[config.mk]
export PLATFORM = sky130hd
export DESIGN_NAME = ex_mem_stage
export DESIGN_NICKNAME = d
export VERILOG_FILES = /design/src/rtl/ex_mem_stage.sv
export SDC_FILE = /design/constraint.sdc
export NUM_CORES = 1
export LEC_CHECK = 0
export BUFFER_PORTS_ARGS = -buffer_cell sky130_fd_sc_hd__buf_2
export CAP_MARGIN = 10
export CORE_MARGIN = 2
export CORE_UTILIZATION = 35
export CTS_BUF_LIST = sky130_fd_sc_hd__clkbuf_4 sky130_fd_sc_hd__clkbuf_8
export CTS_CLUSTER_DIAMETER = 50
export DETAILED_ROUTE_END_ITERATION = 8
export PLACE_DENSITY_LB_ADDON = 0.25
export SYNTH_ARGS = -nofsm -noshare
export SYNTH_HDL_FRONTEND = slang
export SYNTH_SLANG_ARGS = --single-unit
[constraint.sdc]
create_clock -name clk -period 1.75 [get_ports clk]
set_input_delay 0.4375 -clock clk [delete_from_list [all_inputs] [get_ports clk]]
set_output_delay 0.4375 -clock clk [all_outputs]
set_load 0.02 [all_outputs]
[src/rtl/ex_mem_stage.sv]
// EX/MEM pipeline register with a 2-entry skid buffer on a valid/ready output.
// Optional BEQ resolution from the ALU zero flag when EX_MEM_BRANCH_RESOLVE_EN is defined.
module ex_mem_stage #(
    parameter int unsigned DATA_W = 32,
    parameter int unsigned REG_AW = 5
) (
    input  logic              clk,
    input  logic              rst_n,
    input  logic              in_valid,
    output logic              in_ready,
    input  logic [DATA_W-1:0] alu_result,
    input  logic              alu_zero,
    input  logic [DATA_W-1:0] store_data,
    input  logic [REG_AW-1:0] rd_addr,
    input  logic              mem_read,
    input  logic              mem_write,
    input  logic              reg_write,
    input  logic              is_branch,
    input  logic [DATA_W-1:0] branch_target,
    input  logic              flush,
    output logic              out_valid,
    input  logic              out_ready,
    output logic [DATA_W-1:0] out_result,
    output logic [DATA_W-1:0] out_store_data,
    output logic [REG_AW-1:0] out_rd_addr,
    output logic              out_mem_read,
    output logic              out_mem_write,
    output logic              out_reg_write,
    output logic              branch_taken,
    output logic [DATA_W-1:0] branch_pc
);

    typedef struct packed {
        logic [DATA_W-1:0] result;
        logic [DATA_W-1:0] store_data;
        logic [REG_AW-1:0] rd_addr;
        logic              mem_read;
        logic              mem_write;
        logic              reg_write;
    } entry_t;

    logic   out_vld_q, out_vld_d;
    logic   skid_vld_q, skid_vld_d;
    entry_t out_q, out_d;
    entry_t skid_q, skid_d;
    entry_t in_entry;
    logic   accept;
    logic   xfer;
    logic   out_free;

    assign accept   = in_valid & ~skid_vld_q & ~flush;
    assign xfer     = out_vld_q & out_ready;
    assign out_free = ~out_vld_q | xfer;

    // Branch entries travel as bubbles: no register, load or store side effects.
    always_comb begin
        in_entry            = '0;
        in_entry.result     = alu_result;
        in_entry.store_data = store_data;
        in_entry.rd_addr    = rd_addr;
        in_entry.mem_read   = mem_read & ~is_branch;
        in_entry.mem_write  = mem_write & ~is_branch;
        in_entry.reg_write  = reg_write & ~is_branch;
    end

    // Entry movement; SKID always drains into OUT before new input can enter OUT.
    always_comb begin
        out_vld_d  = out_vld_q;
        skid_vld_d = skid_vld_q;
        out_d      = out_q;
        skid_d     = skid_q;
        if (flush) begin
            out_vld_d  = 1'b0;
            skid_vld_d = 1'b0;
        end else if (out_free) begin
            if (skid_vld_q) begin
                out_d      = skid_q;
                out_vld_d  = 1'b1;
                skid_vld_d = 1'b0;
            end else begin
                out_vld_d = accept;
                if (accept) begin
                    out_d = in_entry;
                end
            end
        end else if (accept) begin
            skid_d     = in_entry;
            skid_vld_d = 1'b1;
        end
    end

    always_ff @(posedge clk or negedge rst_n) begin
        if (!rst_n) begin
            out_vld_q  <= 1'b0;
            skid_vld_q <= 1'b0;
            out_q      <= '0;
            skid_q     <= '0;
        end else begin
            out_vld_q  <= out_vld_d;
            skid_vld_q <= skid_vld_d;
            out_q      <= out_d;
            skid_q     <= skid_d;
        end
    end

`ifdef EX_MEM_BRANCH_RESOLVE_EN
    logic              br_taken_q, br_taken_d;
    logic [DATA_W-1:0] br_pc_q, br_pc_d;

    // Taken BEQ pulses for one cycle after its accept edge.
    always_comb begin
        br_taken_d = accept & is_branch & alu_zero;
        br_pc_d    = br_pc_q;
        if (br_taken_d) begin
            br_pc_d = branch_target;
        end
    end

    always_ff @(posedge clk or negedge rst_n) begin
        if (!rst_n) begin
            br_taken_q <= 1'b0;
            br_pc_q    <= '0;
        end else begin
            br_taken_q <= br_taken_d;
            br_pc_q    <= br_pc_d;
        end
    end

    assign branch_taken = br_taken_q;
    assign branch_pc    = br_pc_q;
`else
    logic unused_branch;
    assign unused_branch = ^{branch_target, alu_zero};
    assign branch_taken  = 1'b0;
    assign branch_pc     = '0;
`endif

    assign in_ready       = ~skid_vld_q;
    assign out_valid      = out_vld_q;
    assign out_result     = out_q.result;
    assign out_store_data = out_q.store_data;
    assign out_rd_addr    = out_q.rd_addr;
    assign out_mem_read   = out_q.mem_read;
    assign out_mem_write  = out_q.mem_write;
    assign out_reg_write  = out_q.reg_write;

endmodule

; ---- After elaboration in Yosys (flattened, before gate mapping)
; Cells that the tools add are included.
[word_totals]
ff_bits = 146
latch_bits = 0
word_cells = 39
ramBits = 0
memories = 0
input_bits = 111
romBits = 0
[classes]
magnitude_cmp = 0
shift = 0
mul = 0
n_bitwise = 12
add_sub_neg = 0
n_div = 0
n_eq_ne = 0
muxes = 8
reduce_logical = 5
[ops]
columns = op, count
row1 = 72-bit 2-to-1 mux, 2
row2 = 1-bit AND, 6
row3 = 1-bit 2-to-1 mux, 6
row4 = 3-bit AND reduction, 2
row5 = 1-bit inverter, 5
row6 = 2-bit nonzero test, 2
row7 = 3-bit nonzero test, 1
row8 = 1-bit bitwise OR, 1

; ---- Longest topological paths before layout
; Gate-level depths: netlist of run 1.
[logic_depth]
word_depth = 6
depth_mapped = 6

; ---- Worst setup path after synthesis of run 1
; Ideal clock, no wire load.
[synth_timing]
path_type = reg-to-reg
start = register out_vld_q, in the netlist out_valid
end = register out_q (netlist bit out_rd_addr[4])
path_slack_ns = 0.086
required_ns = 1.625
period_less_slack_ns = 1.664
setup_ns = 0.125
n_path_buf = 1
path_stages_with_launch = 5
arrival_ns = 1.540
cell_sequence = dfrtp_1 > nor2b_4 > nor3_4 > buf_6 > mux2_2
[synth_via]
elab_chain_len = 3
elab_cells_between_ends = 4
cone_classes = 3 x bitwise / 1 x reduce/logical
[synth_lines]
columns = item, line_no
row1 = start: declaration, 42  ; logic out_vld_q, out_vld_d;
row2 = start signal: assignment, 99  ; out_vld_q <= out_vld_d;
row3 = 1-bit AND / 1-bit inverter (equally long branches), "52, 53"
row4 = 1-bit bitwise OR *, 53  ; assign out_free = ~out_vld_q | xfer;
row5 = 3-bit AND reduction (no source line) *, --
row6 = end signal: assignment, 101  ; out_q <= out_d;
row7 = end: declaration, 44  ; entry_t out_q, out_d;
; Mark *: on every way between the ends. The rest lies on a longest branch, timed or not.
; A chain may end at the register's enable or synchronous reset.

; ---- Final worst setup path of run 1
[layout_timing]
start = register skid_vld_q
end = register out_q (netlist bit out_result[15])
[layout_via]
elab_chain_len = 5
elab_cells_between_ends = 6
cone_classes = 1 x mux / 3 x bitwise / 2 x reduce/logical
[layout_lines]
columns = item, line_no
row1 = start: declaration, 43  ; logic skid_vld_q, skid_vld_d;
row2 = start signal: assignment, 100  ; skid_vld_q <= skid_vld_d;
row3 = 1-bit inverter, 51  ; assign accept = in_valid & ~skid_vld_q & ~flush;
row4 = 1-bit AND (2 in a row), 51
row5 = 2-bit nonzero test (no source line), --
row6 = 3-bit AND reduction (no source line), --
; Several ways; a longest one is shown, not always the timed one.

==> flow_results.org, run 1 <==
** Status
- The flow ran to the end, and the final reports show no timing, DRC or antenna violations.

** Global routing
- The number of global-route vias before repair came to 4207.
- First-pass GRT wire length :: 21900 um
- In this run the most used layer during global routing was met2.
- Pin count of the biggest net entering global routing :: 72
- The initial antenna violation count came to 0.
- In the global route stage, met3 resource usage came out at 0.0384.
- Global routing finished with a remaining overflow of 0.
- GR met2 Demand/Resource :: 0.230
- In the global route stage, met1 resource usage came out at 0.177.
- For this run, the total global-route usage over all layers was measured as 0.140.

** Clocking
- Latest clock arrival within the worst-skew pair :: 0.44 ns
- Cell at the root of the clock tree :: clkbuf_8
- Clk sink count :: 146
- In this run the deepest clock path goes through 2 buffers.
- In this run, CTS created clock tree buffers numbering 17.
- Clock-pin slew was measured on the worst setup and hold paths at 0.09 ns.
- The H-tree was split into 4 levels.
- TritonCTS built the clock tree.

** Synth
- Yosys printed 0 warnings.
- Fraction of the yosys area taken by sequential cells :: 0.548
- The biggest area contributor in the post-synthesis netlist is dfrtp_1.
- Multiplexer share of the synthesized area :: 0.359
- After synthesis, the largest family of logic cells by area is multiplexers.
- Xor/xnor share of the synthesized area :: 0
- Leading cell types by total area after synthesis :: dfrtp_1, mux2_2, buf_4, mux2_1, buf_6
- Synthesis handed over a netlist of 437 instances.
- Basic-gate share of the synthesized area counting and, or, nand and nor cells :: 0.0148
- Of the total synthesized cell area, the portion taken by full adders, half adders and majority gates is 0.
- Synthesized area divided by synthesized cell count :: 15.2 um^2
- Compound-gate portion of the synthesized area :: 0.00300
- The synthesized design contains 146 register bits.
- Post-synthesis instance area :: 6660 um^2
- Library cells used by synthesis :: 20
- The share of synthesized area in the top cell type comes to 0.548.

** Power
- Overall power consumption after layout is estimated at 9510 uW.
- Power per standard cell area :: 1160 nW/um^2
- In this run the static leakage power is 0.00380 uW.
- IR drop worst, VDD :: 0.000538 V

** STA
- Setup repair after global routing missed its margin :: true
- Number of hold violations in the final report :: 0
- The max-slew violation count was 0.
- Count of final setup violators :: 0
- For this run, the top clock speed supported by timing is 0.592 GHz.
- Counting I/O delays and the setup requirement, the final critical path takes 1.69 ns.
- In the final timing run, aggregate negative setup slack is 0 ns.
- Final setup skew :: 0.0125 ns
- Dividing the final minimum period by the clock period gives 0.965.
- Worst hold slack :: 0.224 ns

** Finish
- Area growth from synthesis to layout :: 22.6%
- Fill cells in the final layout number 1727.
- Of the cells placed in the final design, the portion with a size suffix greater than 1 is 0.648.
- In the final design database the tool counted 715 nets.
- Antenna Cells :: 0

** Die
- Pin placement for this block handled 218 I/O pins.
- The initial utilization of the core area, before any placement, comes to 0.356.
- From bottom edge to top edge, the die measures 142 um.
- From left edge to right edge, the die measures 142 um.
- The floorplan step defined a die boundary enclosing 20200 um^2.
- Core Area :: 18700 um^2
- The floorplan has 50 rows.

** Routing
- In the routed layout, each cell is associated on average with a via count of 4.66.
- Final WL :: 13400 um
- Iteration-0 DRC count of the detailed router :: 139
- After detailed routing, the average wire length per cell comes to 15.8 um.
- Number of nets with antenna violations after routing :: 0
- Post-route DRC violation count :: 0
- The first detailed-routing pass ran for 4 iterations.
- Total number of vias :: 3957

** Setup path
- CP Cell Sequence :: buf_4 -> bufbuf_16 -> mux2_2 -> mux2_2
- The worst setup path is launched from a register.
- The slowest stage of the critical path belongs to the cell dfrtp_4.
- Biggest cell delay along the critical path :: 0.45 ns
- Buffers and inverters on the worst path :: 2
- CP Class :: reg2reg
- Broken down by cell family, the worst path's largest delay share belongs to multiplexers.
- STA classifies the critical path endpoint as a register.
- STA puts the critical path data arrival time at 2.03 ns.
- Max Fanout on Critical Path :: 22
- Most repeated library cell on the critical path :: mux2_2
- Data on the critical path is required at its endpoint by 2.09 ns.

** Run
- Number of max-cap violations :: 0

** Placed design
- Number of buffers inserted by port buffering :: 151
- Detailed Place HPWL :: 8910 um
- RD Place Congestion :: 0.697

** Hold path
- Worst hold-check path type :: in2reg
## kinds of logic (layout without fill, tap and decap cells)
family / after synthesis / count (layout)
multiplexers: 213 / 213
buffers and inverters: 60 / 207
flip-flops: 146 / 146
AND/OR/NAND/NOR: 13 / 13
other: 1 / 33
AO/OA/AOI/OAI: 4 / 4
## where the power goes
part | internal [uW] | switching [uW]
registers | 4110 | 339
logic | 969 | 1010
clock network | 1760 | 1320
## flip-flops by register name, summed over array words and instances (netlist names)
register        count
out_mem_read        1
out_mem_write       1
out_rd_addr         5
out_reg_write       1
out_result         32
out_store_data     32
out_valid           1
skid_q             72
skid_vld_q          1
## metal layers
| metal | vias up | wire length, um | share of wire |
|---|---|---|---|
| met1 | 2015 | 5890 | 0.44 |
| met5 | - | 0 | 0 |
| met3 | 15 | 693 | 0.052 |
| met4 | 0 | 237 | 0.018 |
| met2 | 119 | 6590 | 0.49 |
| li1 | 1808 | - | - |
## cell usage after synthesis
| cell type | instances |
|---|---|
| dfrtp_1 | 146 |
| buf_2 | 3 |
| mux2i_1 | 3 |
| clkbuf_1 | 1 |
| mux2_2 | 190 |
| o21ai_0 | 3 |
| buf_6 | 18 |
| conb_1 | 1 |
| mux2_1 | 20 |
| nand2b_1 | 4 |
| nor2_2 | 1 |
| nor2b_4 | 1 |
| buf_4 | 34 |
| inv_1 | 4 |
| a21oi_1 | 1 |
| nor2_1 | 1 |
| nor3_4 | 1 |
| nand3_4 | 1 |
| nand2_1 | 3 |
| nor3_1 | 1 |
## cells in the final DEF (no fill, tap or decap)
master	n
mux2_2	190
buf_2	149
dfrtp_1	145
conb_1	33
mux2_1	20
clkbuf_8	18
buf_4	9
buf_12	8
bufinv_16	5
nand2b_1	4
nand2_1	3
o21ai_0	3
inv_1	3
mux2i_1	3
inv_6	3
clkinv_2	2
bufbuf_16	2
buf_6	2
inv_2	1
nor2b_4	1
nor2_4	1
nor3_4	1
nor2_2	1
nand3_4	1
a21oi_1	1
nor3_1	1
clkbuf_4	1
clkinv_4	1
clkinvlp_4	1
dlygate4sd3_1	1
buf_16	1
dfrtp_4	1
## layout make-up
class / instances / area (um^2) / area share
clock buffers: 19 / 255 / 0.0313
clock inverters: 12 / 203 / 0.0248
inverters: 4 / 15.0 / 0.00184
multi-input cells: 263 / 2650 / 0.324
flip-flops and latches: 146 / 3660 / 0.448
well taps: 234 / 293 / 0.0359
repair buffers: 172 / 1100 / 0.135
## final timing paths
check	startpoint	end	slack (ns)	cells past startpoint
max	skid_vld_q$_DFFE_PN0P_	out_result[15]$_DFFE_PN0P_	0.06	4
min	alu_result[13]	skid_q[53]$_DFFE_PN0P_	0.22	2
max reg2reg	skid_vld_q$_DFFE_PN0P_	out_result[15]$_DFFE_PN0P_	0.06	4
min reg2reg	out_result[31]$_DFFE_PN0P_	out_result[31]$_DFFE_PN0P_	0.48	1
max in group asynchronous	rst_n	out_store_data[17]$_DFFE_PN0P_	0.67	3
min in group asynchronous	rst_n	skid_q[59]$_DFFE_PN0P_	0.41	2
## stage by stage
| stage | setup WS (ns) | util | cells | instance area (um^2) |
|---|---|---|---|---|
| after detailed placement | 0.109 | 0.406 | 813 | 7590 |
| after global placement | 0.120 | 0.406 | 813 | 7590 |
| after CTS | 0.00247 | 0.436 | 850 | 8160 |
| final | 0.0614 | 0.437 | 850 | 8170 |
| after floorplan | 0.0858 | - | 469 | 6780 |
| after global routing | -0.000930 | 0.437 | 850 | 8170 |
## what timing repair did
action                                  in CTS  in global routing
setup buffers                                3                  0
endpoints found under the setup margin       1                 20
hold buffers                                 1                  0
endpoints found under the hold margin       22                  0
gates cloned                                 2                  0
gates resized for setup                      2                  4
(Power assumes the default switching activity.)
==> run 2, diff against run 1 <==
--- a/config.mk
+++ b/config.mk
@@ -9,7 +9,7 @@
 export CAP_MARGIN = 10
 export CORE_MARGIN = 2
 export CORE_UTILIZATION = 35
-export CTS_BUF_LIST = sky130_fd_sc_hd__clkbuf_4 sky130_fd_sc_hd__clkbuf_8
+export CTS_BUF_LIST = sky130_fd_sc_hd__clkbuf_8
 export CTS_CLUSTER_DIAMETER = 50
 export DETAILED_ROUTE_END_ITERATION = 8
 export PLACE_DENSITY_LB_ADDON = 0.25
==> run 2 against run 1 <==
Effect of this change:
- critical path depth is the same
- clock power about the same
- worst setup slack hardly changed
- critical endpoint unchanged
==> flow_results.org, run 2 (synthesis results as in run 1) <==
** Global routing
- The first-pass GRT wire length is 21900 um (unchanged).
- The initial antenna violation count is 0 (unchanged).
- GRT Util Overall :: 0.140 (unchanged)
- Gr ovfl total :: 0 (unchanged)
- The maximum number of pins on one net before global-route repair came to 72 (unchanged).
- The number of global-route vias before repair is 4207 (unchanged).

** Setup path
- The critical path buffer and inverter count came to 2 (unchanged).
- CP Cell Sequence: buf_4 -> bufbuf_16 -> mux2_2 -> mux2_2 (unchanged).
- The kind of cell adding the most delay to the critical path is multiplexers (unchanged).
- Required time of the worst setup path :: 2.09 ns (about the same)
- Startpoint type of the worst setup path :: register (unchanged)
- The data arrival time at the worst-slack endpoint came to 2.03 ns (about the same).
- The path type of the worst setup path was reg2reg (unchanged).
- The peak per-stage delay on the critical path came to 0.45 ns (about the same).
- The largest fanout of any net on the critical path came to 22 (unchanged).
- Slowest-stage cell, CP :: dfrtp_4 (unchanged)
- The endpoint type of the worst setup path is a register (unchanged).
- Most repeated library cell on the critical path :: mux2_2 (unchanged)

** STA
- Highest achievable clock rate :: 0.592 GHz (unchanged)
- The number of setup violations in the final report came to 0 (unchanged).
- Final worst-path cycle share :: 0.965 (about the same)
- Setup repair after global routing missed its margin: true (unchanged).
- The max-slew violation count came to 0 (unchanged).
- The final hold violation count was 0 (unchanged).
- Final critical path time including I/O delays and setup :: 1.69 ns (about the same)
- The worst setup slack after layout was 0.0614 ns (about the same).
- The worst setup skew after layout was 0.0125 ns (about the same).

** Routing
- Iteration-0 DRC count of the detailed router :: 138 (was 139)
- The post-detailed-route via-to-cell ratio is 4.65 (was 4.66).
- The wire length per cell was 15.8 um (about the same).
- The post-detailed-route DRC marker count is 0 (unchanged).
- Final WL :: 13400 um (about the same)
- Total number of vias :: 3955 (was 3957)
- First drt pass iteration count :: 4 (unchanged)
- Number of nets with antenna violations after routing :: 0 (unchanged)

** Placed design
- Cell total after placement :: 813 (unchanged)
- The HPWL reported at the end of detailed placement was 8910 um (unchanged).
- RD Place Congestion :: 0.697 (unchanged)
- The worst setup slack after placement came to 0.109 ns (unchanged).
- Number of buffers inserted by port buffering :: 151 (unchanged)

** Clocking
- Longest Clk Path Bufs :: 2 (unchanged)
- The TritonCTS clock tree is built (unchanged).
- Deepest level of the CTS H-tree :: 4 (unchanged)
- The CTS root buffer is clkbuf_8 (unchanged).
- Latest clock arrival within the worst-skew pair :: 0.44 ns (about the same)
- Number of buffers inserted during clock tree synthesis :: 17 (unchanged)
- The TritonCTS sink count came to 146 (unchanged).
- The clock transition at the registers of the reported paths was 0.09 ns (about the same).

** Power
- The cell leakage power was 0.00380 uW (about the same).
- Power, Total :: 9490 uW (was 9510 uW)
- IR drop worst, VDD :: 0.000538 V (about the same)
- The total power density per cell area was 1160 nW/um^2 (about the same).

** Finish
- Final Non-Filler Cells :: 850 (unchanged)
- Area growth from synthesis to layout :: 22.5% (was 22.6%)
- FF+latch area :: 3660 um^2 (unchanged)
- The number of flip-flops under the largest register name was 72 (unchanged).
- Fill cell total of the finished layout :: 1727 (unchanged)
- The footprint of the multi-input gates was 2650 um^2 (unchanged).
- Fraction of final layout cells with drive strength greater than 1 :: 0.646 (was 0.648)
- Antenna Cells :: 0 (unchanged)
- Commonest cells after routing, fill and taps aside: mux2_2, buf_2, dfrtp_1 (unchanged).
- Final-stage net count :: 715 (unchanged)
- Most common library cell in the layout ignoring fill and taps :: mux2_2 (unchanged)
- Largest Register :: skid_q (unchanged)

** Die
- The die height came to 142 um (unchanged).
- The area of the core came to 18700 um^2 (unchanged).
- Horizontal extent of the die :: 142 um (unchanged)
- Initial Util :: 0.356 (unchanged)
- The overall die area was 20200 um^2 (unchanged).
- The site row count is 50 (unchanged).
- The number of I/O pins came to 218 (unchanged).

** Run
- Number of max-cap violations :: 0 (unchanged)

** Status
- Status :: finished, final reports clean (unchanged)

** Hold path
- The class of the tightest hold or removal check is in2reg (unchanged).
==> run 2: cell count changes in the layout (fill, tap and decap cells not counted) <==
cell / before / now
clkbuf_4: 1 / 0
inv_1: 3 / 4
==> run 2: timing repair <==
| item | in CTS | in global routing |
|---|---|---|
| endpoints found under the setup margin | 1 | 20 |
| endpoints found under the hold margin | 22 | 0 |
| cloned | 2 | 0 |
| setup buffers | 3 | 0 |
| hold buffers | 1 | 0 |
| gates resized for setup | 2 | 4 |
==> run 2: layout make-up <==
cell class,instances,area share
well taps,234,0.0359
repair buffers,172,0.135
inverters,4,0.00184
flip-flops and latches,146,0.448
clock inverters,13,0.0253
multi-input cells,263,0.324
clock buffers,18,0.0303
==> run 2: routing by layer <==
metal | wire length (um) | track usage
met5 | 0 | 0
met4 | 237 | 0.0547
met3 | 693 | 0.0384
met2 | 6580 | 0.230
met1 | 5900 | 0.177
==> run 2: worst reg2reg max path: stages (launching register included) <==
cell and delay [ns]:
dfrtp_4 0.45, buf_4 0.18, bufbuf_16 0.34, mux2_2 0.35, mux2_2 0.27
==> run 2: power by group <==
| part | internal, uW | leakage, uW | switching [uW] |
|---|---|---|---|
| clock network | 1730 | 0.000231 | 1320 |
| registers | 4110 | 0.00176 | 339 |
| logic | 969 | 0.00181 | 1010 |
==> run 2: worst paths after layout <==
path | to | slack, ns | from | cells after the start
max reg2reg | out_result[15]$_DFFE_PN0P_ | 0.06 | skid_vld_q$_DFFE_PN0P_ | 4
max in group asynchronous | out_store_data[17]$_DFFE_PN0P_ | 0.66 | rst_n | 3
min reg2reg | out_result[31]$_DFFE_PN0P_ | 0.48 | out_result[31]$_DFFE_PN0P_ | 1
max | out_result[15]$_DFFE_PN0P_ | 0.06 | skid_vld_q$_DFFE_PN0P_ | 4
min | skid_q[53]$_DFFE_PN0P_ | 0.22 | alu_result[13] | 2
min in group asynchronous | skid_q[59]$_DFFE_PN0P_ | 0.41 | rst_n | 2
==> run 2: stage by stage <==
stage	area (um^2)	utilization	setup TNS, ns	hold WS, ns
2_1_floorplan	6780	-	0	0.142
3_3_place_gp	7590	0.406	0	0.311
3_5_place_dp	7590	0.406	0	0.317
4_1_cts	8150	0.436	0	0.172
5_1_grt	8160	0.436	-0.000930	0.187
6_report	8160	0.436	0	0.225
